`src/rtl/rgmii_pkg.sv`:
```
`default_nettype none
`timescale 1ns/1ps
// ============================================================================
//  Package     : rgmii_pkg
//  Description : Shared types and constants for the RGMII TX forwarded-clock
//                pattern generator and its slot lookup table.
//  Revision    : 1.0  initial release
// ============================================================================
package rgmii_pkg;

    // Encodings match the speed_i input so a latched speed reads back directly.
    typedef enum logic [1:0] {
        SPEED_10M   = 2'b00,
        SPEED_100M  = 2'b01,
        SPEED_1000M = 2'b10
    } speed_e;

    typedef enum logic [1:0] {
        IDLE  = 2'b00,
        RUN   = 2'b01,
        DRAIN = 2'b10
    } gen_state_e;

    localparam int PERIOD_SLOTS_10M  = 50;
    localparam int PERIOD_SLOTS_100M = 5;

    // The reserved code 11 runs at gigabit rate.
    function automatic speed_e latch_speed(input logic [1:0] raw);
        speed_e v;
        case (raw)
            2'b00:   v = SPEED_10M;
            2'b01:   v = SPEED_100M;
            default: v = SPEED_1000M;
        endcase
        return v;
    endfunction

endpackage
`default_nettype wire

```
`src/rtl/rgmii_clk_slot_lut.sv`:
```
`default_nettype none
`timescale 1ns/1ps
// ============================================================================
//  Module      : rgmii_clk_slot_lut
//  Description : Combinational map from (speed, slot index) to the 2-bit
//                forwarded-clock pattern of that slot, plus a flag marking the
//                last slot of the clock period. Bit 0 leaves the pins first.
//  Revision    : 1.0  initial release
// ============================================================================
module rgmii_clk_slot_lut
    import rgmii_pkg::*;
#(
    parameter int SLOT_CNT_W = 6,
    parameter int HALF_10M   = PERIOD_SLOTS_10M / 2,
    parameter int HALF_100M  = PERIOD_SLOTS_100M
) (
    input  speed_e                  i_speed,
    input  logic [SLOT_CNT_W-1:0]   i_slot_cnt,
    output logic [1:0]              o_pattern,
    output logic                    o_last_slot
);

    localparam logic [SLOT_CNT_W-1:0] c_half_10m      = SLOT_CNT_W'(HALF_10M);
    localparam logic [SLOT_CNT_W-1:0] c_last_10m      = SLOT_CNT_W'(2 * HALF_10M - 1);
    localparam logic [SLOT_CNT_W-1:0] c_last_100m     = SLOT_CNT_W'(HALF_100M - 1);
    localparam logic [SLOT_CNT_W:0]   c_half_100m_bit = (SLOT_CNT_W + 1)'(HALF_100M);

    // At 100M the period is an odd number of bits per half, so the high/low
    // split falls inside a slot; decide each bit from its index in the period.
    logic [SLOT_CNT_W:0] w_bit_idx_first;
    logic [SLOT_CNT_W:0] w_bit_idx_second;

    assign w_bit_idx_first  = {i_slot_cnt, 1'b0};
    assign w_bit_idx_second = {i_slot_cnt, 1'b1};

    // Decode the slot pattern and end-of-period flag for the selected speed.
    always_comb begin
        o_pattern   = 2'b01;
        o_last_slot = 1'b1;
        case (i_speed)
            SPEED_10M: begin
                o_pattern   = (i_slot_cnt < c_half_10m) ? 2'b11 : 2'b00;
                o_last_slot = (i_slot_cnt == c_last_10m);
            end
            SPEED_100M: begin
                o_pattern   = {(w_bit_idx_second < c_half_100m_bit),
                               (w_bit_idx_first  < c_half_100m_bit)};
                o_last_slot = (i_slot_cnt == c_last_100m);
            end
            default: begin
                // Gigabit: one slot per period, high bit first.
                o_pattern   = 2'b01;
                o_last_slot = 1'b1;
            end
        endcase
    end

endmodule
`default_nettype wire

```
`src/rtl/rgmii_tx_clk_pattern_gen.sv`:
```
`default_nettype none
`timescale 1ns/1ps
// ============================================================================
//  Module      : rgmii_tx_clk_pattern_gen
//  Description : Generates the 2-bit-per-slot forwarded TX clock pattern for
//                the downstream ODDR-style downsampler. Speed and enable are
//                only sampled on period boundaries so the clock never glitches.
//  Revision    : 1.0  initial release
// ============================================================================
module rgmii_tx_clk_pattern_gen
    import rgmii_pkg::*;
#(
    parameter int SLOT_CNT_W = 6,
    parameter int HALF_10M   = 25,
    parameter int HALF_100M  = 5
) (
    input  logic        clk_i,
    input  logic        reset_i,
    input  logic        en_i,
    input  logic [1:0]  speed_i,
    input  logic        ready_i,
    output logic [1:0]  clk_setting_o,
    output logic        period_start_o,
    output logic [1:0]  speed_r_o,
    output logic        active_o
);

    gen_state_e              r_state;
    speed_e                  r_speed;
    logic [SLOT_CNT_W-1:0]   r_slot_cnt;
    logic                    r_last;        // current slot ends its period
    logic [1:0]              r_clk_setting;
    logic                    r_active;

    speed_e                  w_lut_speed;
    logic [SLOT_CNT_W-1:0]   w_lut_cnt;
    logic [1:0]              w_lut_pattern;
    logic                    w_lut_last;
    logic                    w_boundary;

    // The table is addressed with the slot that follows the current accept,
    // so the registered pattern is already valid when that slot is accepted.
    always_comb begin
        w_boundary  = (r_state == IDLE) || ((r_state == RUN) && r_last);
        w_lut_cnt   = '0;
        w_lut_speed = r_speed;
        if ((r_state == RUN) && !r_last) begin
            w_lut_cnt = r_slot_cnt + 1'b1;
        end
        if (w_boundary && en_i) begin
            w_lut_speed = latch_speed(speed_i);
        end
    end

    rgmii_clk_slot_lut #(
        .SLOT_CNT_W (SLOT_CNT_W),
        .HALF_10M   (HALF_10M),
        .HALF_100M  (HALF_100M)
    ) u_slot_lut (
        .i_speed     (w_lut_speed),
        .i_slot_cnt  (w_lut_cnt),
        .o_pattern   (w_lut_pattern),
        .o_last_slot (w_lut_last)
    );

    // Slot FSM: advances only when the downsampler accepts a slot.
    always_ff @(posedge clk_i or posedge reset_i) begin
        if (reset_i) begin
            r_state       <= IDLE;
            r_speed       <= SPEED_1000M;
            r_slot_cnt    <= '0;
            r_last        <= 1'b0;
            r_clk_setting <= 2'b00;
            r_active      <= 1'b0;
        end else if (ready_i) begin
            r_slot_cnt <= w_lut_cnt;
            r_speed    <= w_lut_speed;
            r_last     <= w_lut_last;
            case (r_state)
                IDLE: begin
                    if (en_i) begin
                        r_state       <= RUN;
                        r_clk_setting <= w_lut_pattern;
                        r_active      <= 1'b1;
                    end
                end
                RUN: begin
                    if (r_last && !en_i) begin
                        // Period finished with enable gone: one low slot tail.
                        r_state       <= DRAIN;
                        r_clk_setting <= 2'b00;
                    end else begin
                        r_clk_setting <= w_lut_pattern;
                    end
                end
                DRAIN: begin
                    // Always pass through IDLE, even if enable is back.
                    r_state       <= IDLE;
                    r_clk_setting <= 2'b00;
                    r_active      <= 1'b0;
                end
                default: begin
                    r_state       <= IDLE;
                    r_clk_setting <= 2'b00;
                    r_active      <= 1'b0;
                end
            endcase
        end
    end

    assign clk_setting_o  = r_clk_setting;
    assign speed_r_o      = r_speed;
    assign active_o       = r_active;
    assign period_start_o = ready_i && (r_state == RUN) && (r_slot_cnt == '0);

endmodule
`default_nettype wire

```
`config.mk`:
```
export PLATFORM = sky130hd
export DESIGN_NAME = rgmii_tx_clk_pattern_gen
export DESIGN_NICKNAME = d
export VERILOG_FILES = /design/src/rtl/rgmii_pkg.sv /design/src/rtl/rgmii_clk_slot_lut.sv /design/src/rtl/rgmii_tx_clk_pattern_gen.sv
export SDC_FILE = /design/constraint.sdc
export NUM_CORES = 1
export LEC_CHECK = 0
export CAP_MARGIN = 40
export CORE_MARGIN = 3
export CORE_UTILIZATION = 50
export CTS_BUF_LIST = sky130_fd_sc_hd__clkbuf_4
export DETAILED_ROUTE_END_ITERATION = 16
export PLACE_DENSITY = 0.74
export SYNTH_ARGS = -nofsm -noshare
export SYNTH_HDL_FRONTEND = slang
export SYNTH_SLANG_ARGS = --single-unit
```
`constraint.sdc`:
```
create_clock -name clk_i -period 3.4 [get_ports clk_i]
set_clock_uncertainty 0.05 [all_clocks]
set_input_delay 0.68 -clock clk_i [delete_from_list [all_inputs] [get_ports clk_i]]
set_output_delay 0.68 -clock clk_i [all_outputs]
set_load 0.01 [all_outputs]
```
==> After elaboration in Yosys (flattened, before gate mapping) <==
Cells that the tools add are included.
{ "op_classes": {"muxes": 14, "n_reduce_logical": 16, "magnitude_cmp": 3, "n_eq_ne": 7, "bitwise": 1, "add_sub_neg": 1} }
{ "ops": {"columns": ["op", "count"], "rows": [
  ["one-hot mux 2 bit (2 select lines)", 4],
  ["< comparator 7 x 3 -> 1 bit, second input constant", 2],
  ["two-way mux 2 bit", 6],
  ["adder 6 x 1 -> 6 bit, second input constant", 1],
  ["== test 2 x 1 -> 1 bit, second input constant", 3],
  ["== test 6 x 3 -> 1 bit, second input constant", 1],
  ["== test 6 bit, second input constant", 1],
  ["logical AND 1 bit", 6],
  ["logical NOT 2 bit", 3],
  ["logical NOT 6 bit", 1],
  ["< comparator 6 x 5 -> 1 bit, second input constant", 1],
  ["two-way mux 6 bit", 1],
  ["AND reduction 3 bit", 2],
  ["one-hot mux 1 bit (2 select lines)", 2],
  ["logical NOT 1 bit", 2],
  ["!= test 2 x 1 -> 1 bit, second input constant", 1],
  ["!= test 2 bit, second input constant", 1],
  ["AND reduction 2 bit", 1],
  ["logical OR 1 bit", 1],
  ["two-way mux 1 bit", 1],
  ["inverter 1 bit", 1]
]} }
{ "word_totals": {"output_inout_bits": 6, "register_bits": 14, "wordCells": 48} }

==> Longest topological paths before layout <==
Gate-level depths: netlist of run 1.
{ "depth": {"ltp_word": 9, "depth_mapped": 7} }

==> Cells and area by module <==
Synthesis of run 1 repeated with hierarchy kept, for this count alone.
{ "unflattened": {"hier_cells": 97, "hier_area_um2": 934.6} }
{ "by_module_without_submodules": {"columns": ["mod", "seq_area_each_um2", "instances", "area_each_um2", "cells_each"], "rows": [
  ["rgmii_tx_clk_pattern_gen", 351.6, 1, 820.8, 81],
  ["rgmii_clk_slot_lut", 0.0, 1, 113.9, 16]
]} }

==> Worst setup path before layout of run 1 <==
OpenSTA, ideal clock, no wires.
{ "synth_timing": {"path_type": "flip-flop to output port", "startpoint": "register r_slot_cnt[0]", "endpoint": "output port period_start_o", "path_buffers": 0, "setup_slack_ns": 1.606, "arrival_ns": 1.064, "required_ns": 2.670, "path_stages_with_launch": 5, "cell_sequence": "dfrtp_1 > inv_2 > ha_1 > nor4b_1 > and3b_1"} }
{ "synth_between": {"elab_chain_cells": 2} }
{ "synth_rtl": {"columns": ["item", "line", "rtl"], "rows": [
  ["start, declared", "rgmii_tx_clk_pattern_gen.sv:30", "logic [SLOT_CNT_W-1:0] r_slot_cnt;"],
  ["start signal, assigned", "rgmii_tx_clk_pattern_gen.sv:76", "r_slot_cnt <= w_lut_cnt;"],
  ["logical NOT 6 bit", "rgmii_tx_clk_pattern_gen.sv:114", "assign period_start_o = ready_i && (r_state == RUN) && (r_slot_cnt == '0);"],
  ["logical AND 1 bit", "rgmii_tx_clk_pattern_gen.sv:114", null],
  ["end, declared", "rgmii_tx_clk_pattern_gen.sv:23", "output logic period_start_o,"]
]} }
Every way passes these cells.

==> Worst setup path in the final report of run 1 <==
Same ends and word-level chain as after synthesis.

==> reports/results.tsv, run 1 <==
stage	metric	value	unit
min_path	hp-class	reg -> reg	
place	dp_hpwl	1.39	mm
synth	synth-simple-area-share	23.6	%
floorplan	core_area	1580	µm²
power_and_ir_drop	power_density	440	nW/µm²
drt	first_iter_violations	19	
drt	wl_met1	915	µm
timing	slew_violations	0	
timing	finalCriticalPeriod	2.84	ns
floorplan	start_util	55.4	%
setup_path	crit_fanout	9	
setup_path	reg2reg_depth	7	
setup_path	slowest_delay	0.53	ns
setup_path	path_delay_family	buffers and inverters	
setup_path	crit_chain	inv_2, ha_1, nor4b_1, and3b_1, clkdlybuf4s50_1	
timing	slew_headroom	64.6	%
synth	yosysMostFrequentCell	dfrtp_1	
place	port_buffers	11	
finish	drive_gt1_share	11.9	%
cts	cts_tree	built	
synth	yosysTopAreaCell	dfrtp_1	
drt	drt-vias-per-instance	6.17	
run	cap_violations	0	
setup_path	cp.arrival	2.11	ns
synth	muxShareOfSynthArea	6.16	%
synth	synth_top_area_share	37.2	%
synth	synth_edf_count	0	
synth	ys_warn_count	0	
synth	syn_avg_cell_area	9.10	µm²
floorplan	die_x	47.8	µm
drt	met3_length	58	µm
drt	wl	1.96	mm
timing	fmax	352	MHz
timing	finalSetupTns	0	ns
place	gp_congestion	0.780	
floorplan	ios	12	
synth	syn_nets	104	
drt	top_layer	met4	
synth	synth_top_family_by_area	simple AND/OR/NAND/NOR gates	
finish	fillers	133	
synth	synth-compound-area-share	19.2	%
cts	numCtsBuffers	3	
global_route	grt.overflow.total	0	
cts	postCtsSetupBuffers	0	
setup_path	worst_path_max_delay_cell	clkdlybuf4s50_1	
cts	root_buffer	clkbuf_4	
drt	wl_met2	944	µm
timing	worst_pin_slew	0.531	ns
synth	async_flop_share	100	%
setup_path	reg2reg_from	r_slot_cnt[0]$_DFFE_PP0P_	
global_route	grt_max_degree	23	
cts	cts_hold_buf	0	
synth	synth.distinct_cells	35	
global_route	grt.total_usage	21.2	%
place	place_area	1000	µm²
min_path	hold_start	clk_setting_o[1]$_DFFE_PP0P_	
setup_path	path_buf_inv	2	
floorplan	fp.dieH	47.8	µm
cts	cts_resized	0	
floorplan	die_area	2280	µm²
run_status	run_status	completed	
finish	antenna_cells	0	
synth	ys_seq_elements	14	
cts	clock-sinks	14	
drt	drt-wirelength-per-cell	15.7	µm
drt	drc	0	
floorplan	rows	14	
synth	yosys-top-cells-area	dfrtp_1 (37%), nand3_1 (5.2%), o21ai_0 (5.2%)	
setup_path	cp-start-kind	register	
timing	period_share	83.5	%
finish	areaGrowthSynthToFinish	17.5	%
synth	synth_commonest_cells	dfrtp_1 (13), nand3_1 (9), o21ai_0 (9), nor2_1 (6)	
drt	drtPass1Iterations	4	
synth	synthXorXnorAreaFrac	4.01	%
finish	nets	118	
drt	drtAntennaViolNets	0	
setup_path	worst-setup-path-type	reg -> out	
timing	hold_viol	0	
finish	final_area	1030	µm²
global_route	grt_pass1_wl	3.33	mm
synth	synth_seq_area_share	40.3	%
setup_path	end_kind	primary output	
global_route	antenna_found_initial	0	
synth	syn_inst	96	
power_and_ir_drop	leakage	0.000421	µW
cts	clockBufferDepth	2	
timing	setup_viol	0	
setup_path	worstReg2RegEnd	clk_setting_o[0]$_DFFE_PP0P_	
setup_path	r2r_slack	1.43	ns
timing	rsz0062_at_grt	no	
timing	fin_hold_ws	0.436	ns
power_and_ir_drop	vdd_drop_max	381	µV
synth	yosys_most_used_dff	dfrtp_1	
setup_path	crit_required	2.67	ns
drt	vias	771	
global_route	grt_pass1_vias	730	
synth	synth_fa_ha_area_share	2.87	%
synth	synth_area	873	µm²
min_path	min_path_cells	2	
cts	htree_num_levels	1	
cts	clk_pin_slew	0.09	ns
cts	clock_latency	0.29	ns
min_path	min_to	clk_setting_o[1]$_DFFE_PP0P_	
==> worst max path at each step <==
stage | start | end | slack [ns] | depth (start not counted)
4_1_cts | r_slot_cnt[0]$_DFFE_PP0P_ | period_start_o | 0.58 | 5
2_1_floorplan | r_slot_cnt[0]$_DFFE_PP0P_ | period_start_o | 1.61 | 4
6_report | r_slot_cnt[0]$_DFFE_PP0P_ | period_start_o | 0.56 | 5
3_5_place_dp | ready_i | period_start_o | 0.65 | 4
3_3_place_gp | ready_i | period_start_o | 0.65 | 4
5_1_grt | r_slot_cnt[0]$_DFFE_PP0P_ | period_start_o | 0.45 | 5
==> tightest hold or removal path, stage by stage, from the launching register on <==
cell     delay, ns
dfrtp_1       0.35
nand2_1       0.05
o31ai_1       0.05
==> registers in the layout (all words and copies together), names as in the netlist <==
signal and count:
active_o 1, clk_setting_o 2, r_last 1, r_slot_cnt 6
r_state 2, speed_r_o 2
==> layout make-up <==
type | count | area, µm² | share of cell area [%]
clock inverter | 1 | 3.75 | 0.366
multi-input combinational | 73 | 488 | 47.6
clock buffer | 3 | 22.5 | 2.20
timing repair buffer | 12 | 118 | 11.5
sequential | 14 | 352 | 34.3
inverter | 6 | 22.5 | 2.20
tap | 16 | 20.0 | 1.95
==> cells by family (layout without fill, tap and decap cells) <==
logic type / count (synthesis) / in the layout
XOR/XNOR: 4 / 4
multiplexers: 5 / 5
AND/OR/NAND/NOR: 36 / 36
adder cells (fa/ha/maj): 2 / 2
flip-flops: 14 / 14
AO/OA/AOI/OAI: 26 / 26
buffers and inverters: 9 / 22
==> cell usage in the layout, fill, tap and decap left out, types with 2 or more instances in the layout <==
| cell type | synthesis | routed |
|---|---|---|
| nand3_1 | 9 | 9 |
| mux2i_1 | 2 | 2 |
| inv_1 | 5 | 5 |
| nor2_1 | 6 | 6 |
| a31oi_1 | 2 | 2 |
| ha_1 | 2 | 2 |
| o31ai_1 | 2 | 2 |
| nor3_1 | 2 | 2 |
| nand2b_1 | 2 | 2 |
| nor2b_1 | 3 | 3 |
| xnor2_1 | 4 | 4 |
| dfrtp_1 | 13 | 13 |
| mux2_2 | 3 | 3 |
| nand2_1 | 5 | 5 |
| clkbuf_4 | 0 | 3 |
| clkdlybuf4s50_1 | 0 | 11 |
| or2b_1 | 2 | 2 |
| a21oi_1 | 5 | 5 |
| o21ai_0 | 9 | 9 |
==> per-layer routing <==
metal / GRT usage [%] / vias to the layer above
li1: - / 372
met1: 28.3 / 375
met4: 9.68 / 0
met5: 0 / -
met2: 33.5 / 19
met3: 3.38 / 5
==> report_power, final <==
group	switching, µW	total (µW)	leakage, µW	internal, µW
clock	58.9	102	0.0000154	42.7
combinational	69.0	138	0.000228	69.1
sequential	21.4	211	0.000177	190
total	149	451	0.000421	302
==> through the flow <==
step                      instances  worst slack, ns  util [%]  total power, µW
after global placement          121            0.653      63.4              347
after detailed placement        121            0.646      63.4              351
after floorplan                  96             1.61         -              291
final                           125            0.560      65.1              451
after global routing            125            0.454      65.1              481
after CTS                       125            0.585      65.1              454
No activity file was read; power rests on OpenSTA's default activity.
==> run 2: changes to the inputs <==
- PLACE_DENSITY: 0.74 -> 0.77
- clock period: 3.4 -> 2.35 ns (I/O delays scaled with it)
==> run 2 against run 1 <==
Via count is 2.7% higher. Combinational power rose by 53%. Cell area rose by 3.3%. First-iteration DRC count is 120% higher. Critical path depth grew 3. Global-route usage grew 0.45 points. Sequential cell count stayed put. Core utilization is 2.1 points higher. Routed wire length grew 4.4%.
==> reports/results.tsv, run 2 (synthesis gave the netlist of run 1 again) <==
stage	metric	value	unit	change
setup_path	worstReg2RegEnd	clk_setting_o[0]$_DFFE_PP0P_		
global_route	grt_pass1_wl	3.46	mm	+3.9%
global_route	antenna_found_initial	0		unchanged
global_route	grt_max_degree	23		unchanged
drt	drt-wirelength-per-cell	16.0	µm	+2.0%
min_path	hold_start	clk_setting_o[1]$_DFFE_PP0P_		
global_route	grt.total_usage	21.7	%	+0.45 points
setup_path	path_delay_family	compound AO/OA/AOI/OAI gates		
timing	rsz0062_at_grt	no		
setup_path	reg2reg_from	r_slot_cnt[0]$_DFFE_PP0P_		
timing	fmax	506	MHz	
cts	root_buffer	clkbuf_4		
drt	drtAntennaViolNets	0		unchanged
cts	clock-sinks	14		unchanged
power_and_ir_drop	leakage	0.000457	µW	+8.5%
drt	drc	0		unchanged
global_route	grt.overflow.total	0		unchanged
cts	htree_num_levels	1		unchanged
cts	cts_tree	built		
finish	antenna_cells	0		unchanged
place	dp_hpwl	1.42	mm	+2.2%
floorplan	fp.dieH	47.8	µm	unchanged
setup_path	crit_fanout	8		-1
floorplan	ios	12		unchanged
setup_path	reg2reg_depth	8		+1
timing	slew_violations	0		unchanged
timing	hold_viol	0		unchanged
drt	wl	2.05	mm	+4.4%
run	cap_violations	0		unchanged
setup_path	r2r_slack	0.37	ns	-1.06 ns
setup_path	critical_path.startpoint	r_slot_cnt[0]$_DFFE_PP0P_		
min_path	min_path_cells	2		unchanged
cts	cts_hold_buf	0		unchanged
timing	period_share	84.2	%	
floorplan	core_area	1580	µm²	unchanged
setup_path	cp.arrival	2.09	ns	-0.02 ns
setup_path	cp-start-kind	register		
floorplan	rows	14		unchanged
cts	numCtsBuffers	3		unchanged
drt	drt-vias-per-instance	6.19		+0.32%
setup_path	slowest_delay	0.37	ns	-0.16 ns
setup_path	crit_chain	buf_4, ha_1, nand3_1, xnor2_1, o2111ai_1, o211a_1, a211oi_2, o21ai_1		
setup_path	crit_required	2.46	ns	-0.21 ns
finish	final_cell_mix	dfrtp_1 (13), clkdlybuf4s50_1 (10), nand3_1 (9), o21ai_0 (9), nor2_1 (6)		
cts	clk_pin_slew	0.09	ns	about the same
floorplan	start_util	55.4	%	unchanged
cts	clock_latency	0.27	ns	-0.02 ns
finish	multi_input_area	497	µm²	+1.8%
cts	clockBufferDepth	2		unchanged
floorplan	die_x	47.8	µm	unchanged
timing	finalSetupTns	0	ns	unchanged
place	gp_congestion	0.858		+10%
min_path	hp-class	reg -> reg		
timing	setup_viol	0		unchanged
global_route	grt_pass1_vias	768		+5.2%
finish	nets	121		+2.5%
power_and_ir_drop	power_density	617	nW/µm²	+40%
setup_path	path_buf_inv	1		-1
min_path	min_to	clk_setting_o[1]$_DFFE_PP0P_		
drt	first_iter_violations	42		+23
finish	top_register	r_slot_cnt		
finish	drive_gt1_share	17.0	%	+5.0 points
timing	worst_pin_slew	0.562	ns	+0.0316 ns
drt	vias	792		+2.7%
timing	slew_headroom	62.5	%	-2.1 points
floorplan	die_area	2280	µm²	unchanged
finish	layout_commonest_cell	dfrtp_1		
setup_path	end_kind	register		
finish	seqCellArea	352	µm²	unchanged
setup_path	worst_path_max_delay_cell	dfrtp_1		
finish	fillers	140		+5.3%
place	port_buffers	11		unchanged
power_and_ir_drop	vdd_drop_max	552	µV	+45%
drt	drtPass1Iterations	4		unchanged
finish	largest_reg_flops	6		unchanged
power_and_ir_drop	total_power	654	µW	+45%
finish	areaGrowthSynthToFinish	21.3	%	
timing	finalCriticalPeriod	1.98	ns	
setup_path	worst-setup-path-type	reg -> reg		
run_status	run_status	completed		
## run 2: cell count changes in the layout (fill, tap and decap cells not counted), sizes merged
cell | before | now
buf | 1 | 4
clkdlybuf4s50 | 11 | 10
dlymetal6s2s | 0 | 1
## run 2: worst max-delay path by stage
stage / cells past startpoint / end
3_5_place_dp: 4 / period_start_o
2_1_floorplan: 7 / clk_setting_o[0]$_DFFE_PP0P_
6_report: 8 / clk_setting_o[0]$_DFFE_PP0P_
3_3_place_gp: 4 / period_start_o
4_1_cts: 4 / period_start_o
5_1_grt: 8 / clk_setting_o[0]$_DFFE_PP0P_
## run 2: layer usage
layer / part of all wire (%) / global-route usage [%] / up-vias
met2: 50 / 34.3 / 38
met3: 4.9 / 2.26 / 0
met4: 0 / 6.45 / 0
met1: 45 / 31.1 / 379
met5: 0 / 0 / -
li1: - / - / 375
## run 2: where the power goes
group	internal [µW]	switching, µW
Sequential	275	26.4
Clock	61.4	80.1
Combinational	105	106
Total	442	212
## run 2: tightest hold or removal path, stage by stage, from the launching register on
cell,delay (ns)
dfrtp_1,0.36
nand2_1,0.05
o31ai_1,0.05
## run 2: cell type report
type	instances	share of cell area [%]
repair buffers	15	13.5
well taps	16	1.89
flip-flops and latches	14	33.2
multi-input cells	73	46.9
inverters	6	2.13
clock inverters	1	0.354
clock buffers	3	2.13
## run 2: what timing repair did
item / in CTS / in global routing
resized for setup: 2 / 2
buffers inserted: 1 / 0
endpoints found under the setup margin: 1 / 1
## run 2: metrics by stage
stage	hold WS (ns)	util [%]	worst slack [ns]	area (µm²)	instances
after floorplan	0.309	-	0.640	873	96
after CTS	0.448	66.9	0.0109	1050	128
final	0.443	67.2	0.372	1060	128
after detailed placement	0.426	64.4	0.00925	1010	123
after global routing	0.482	67.2	0.173	1060	128
after global placement	0.422	64.4	0.0197	1010	123
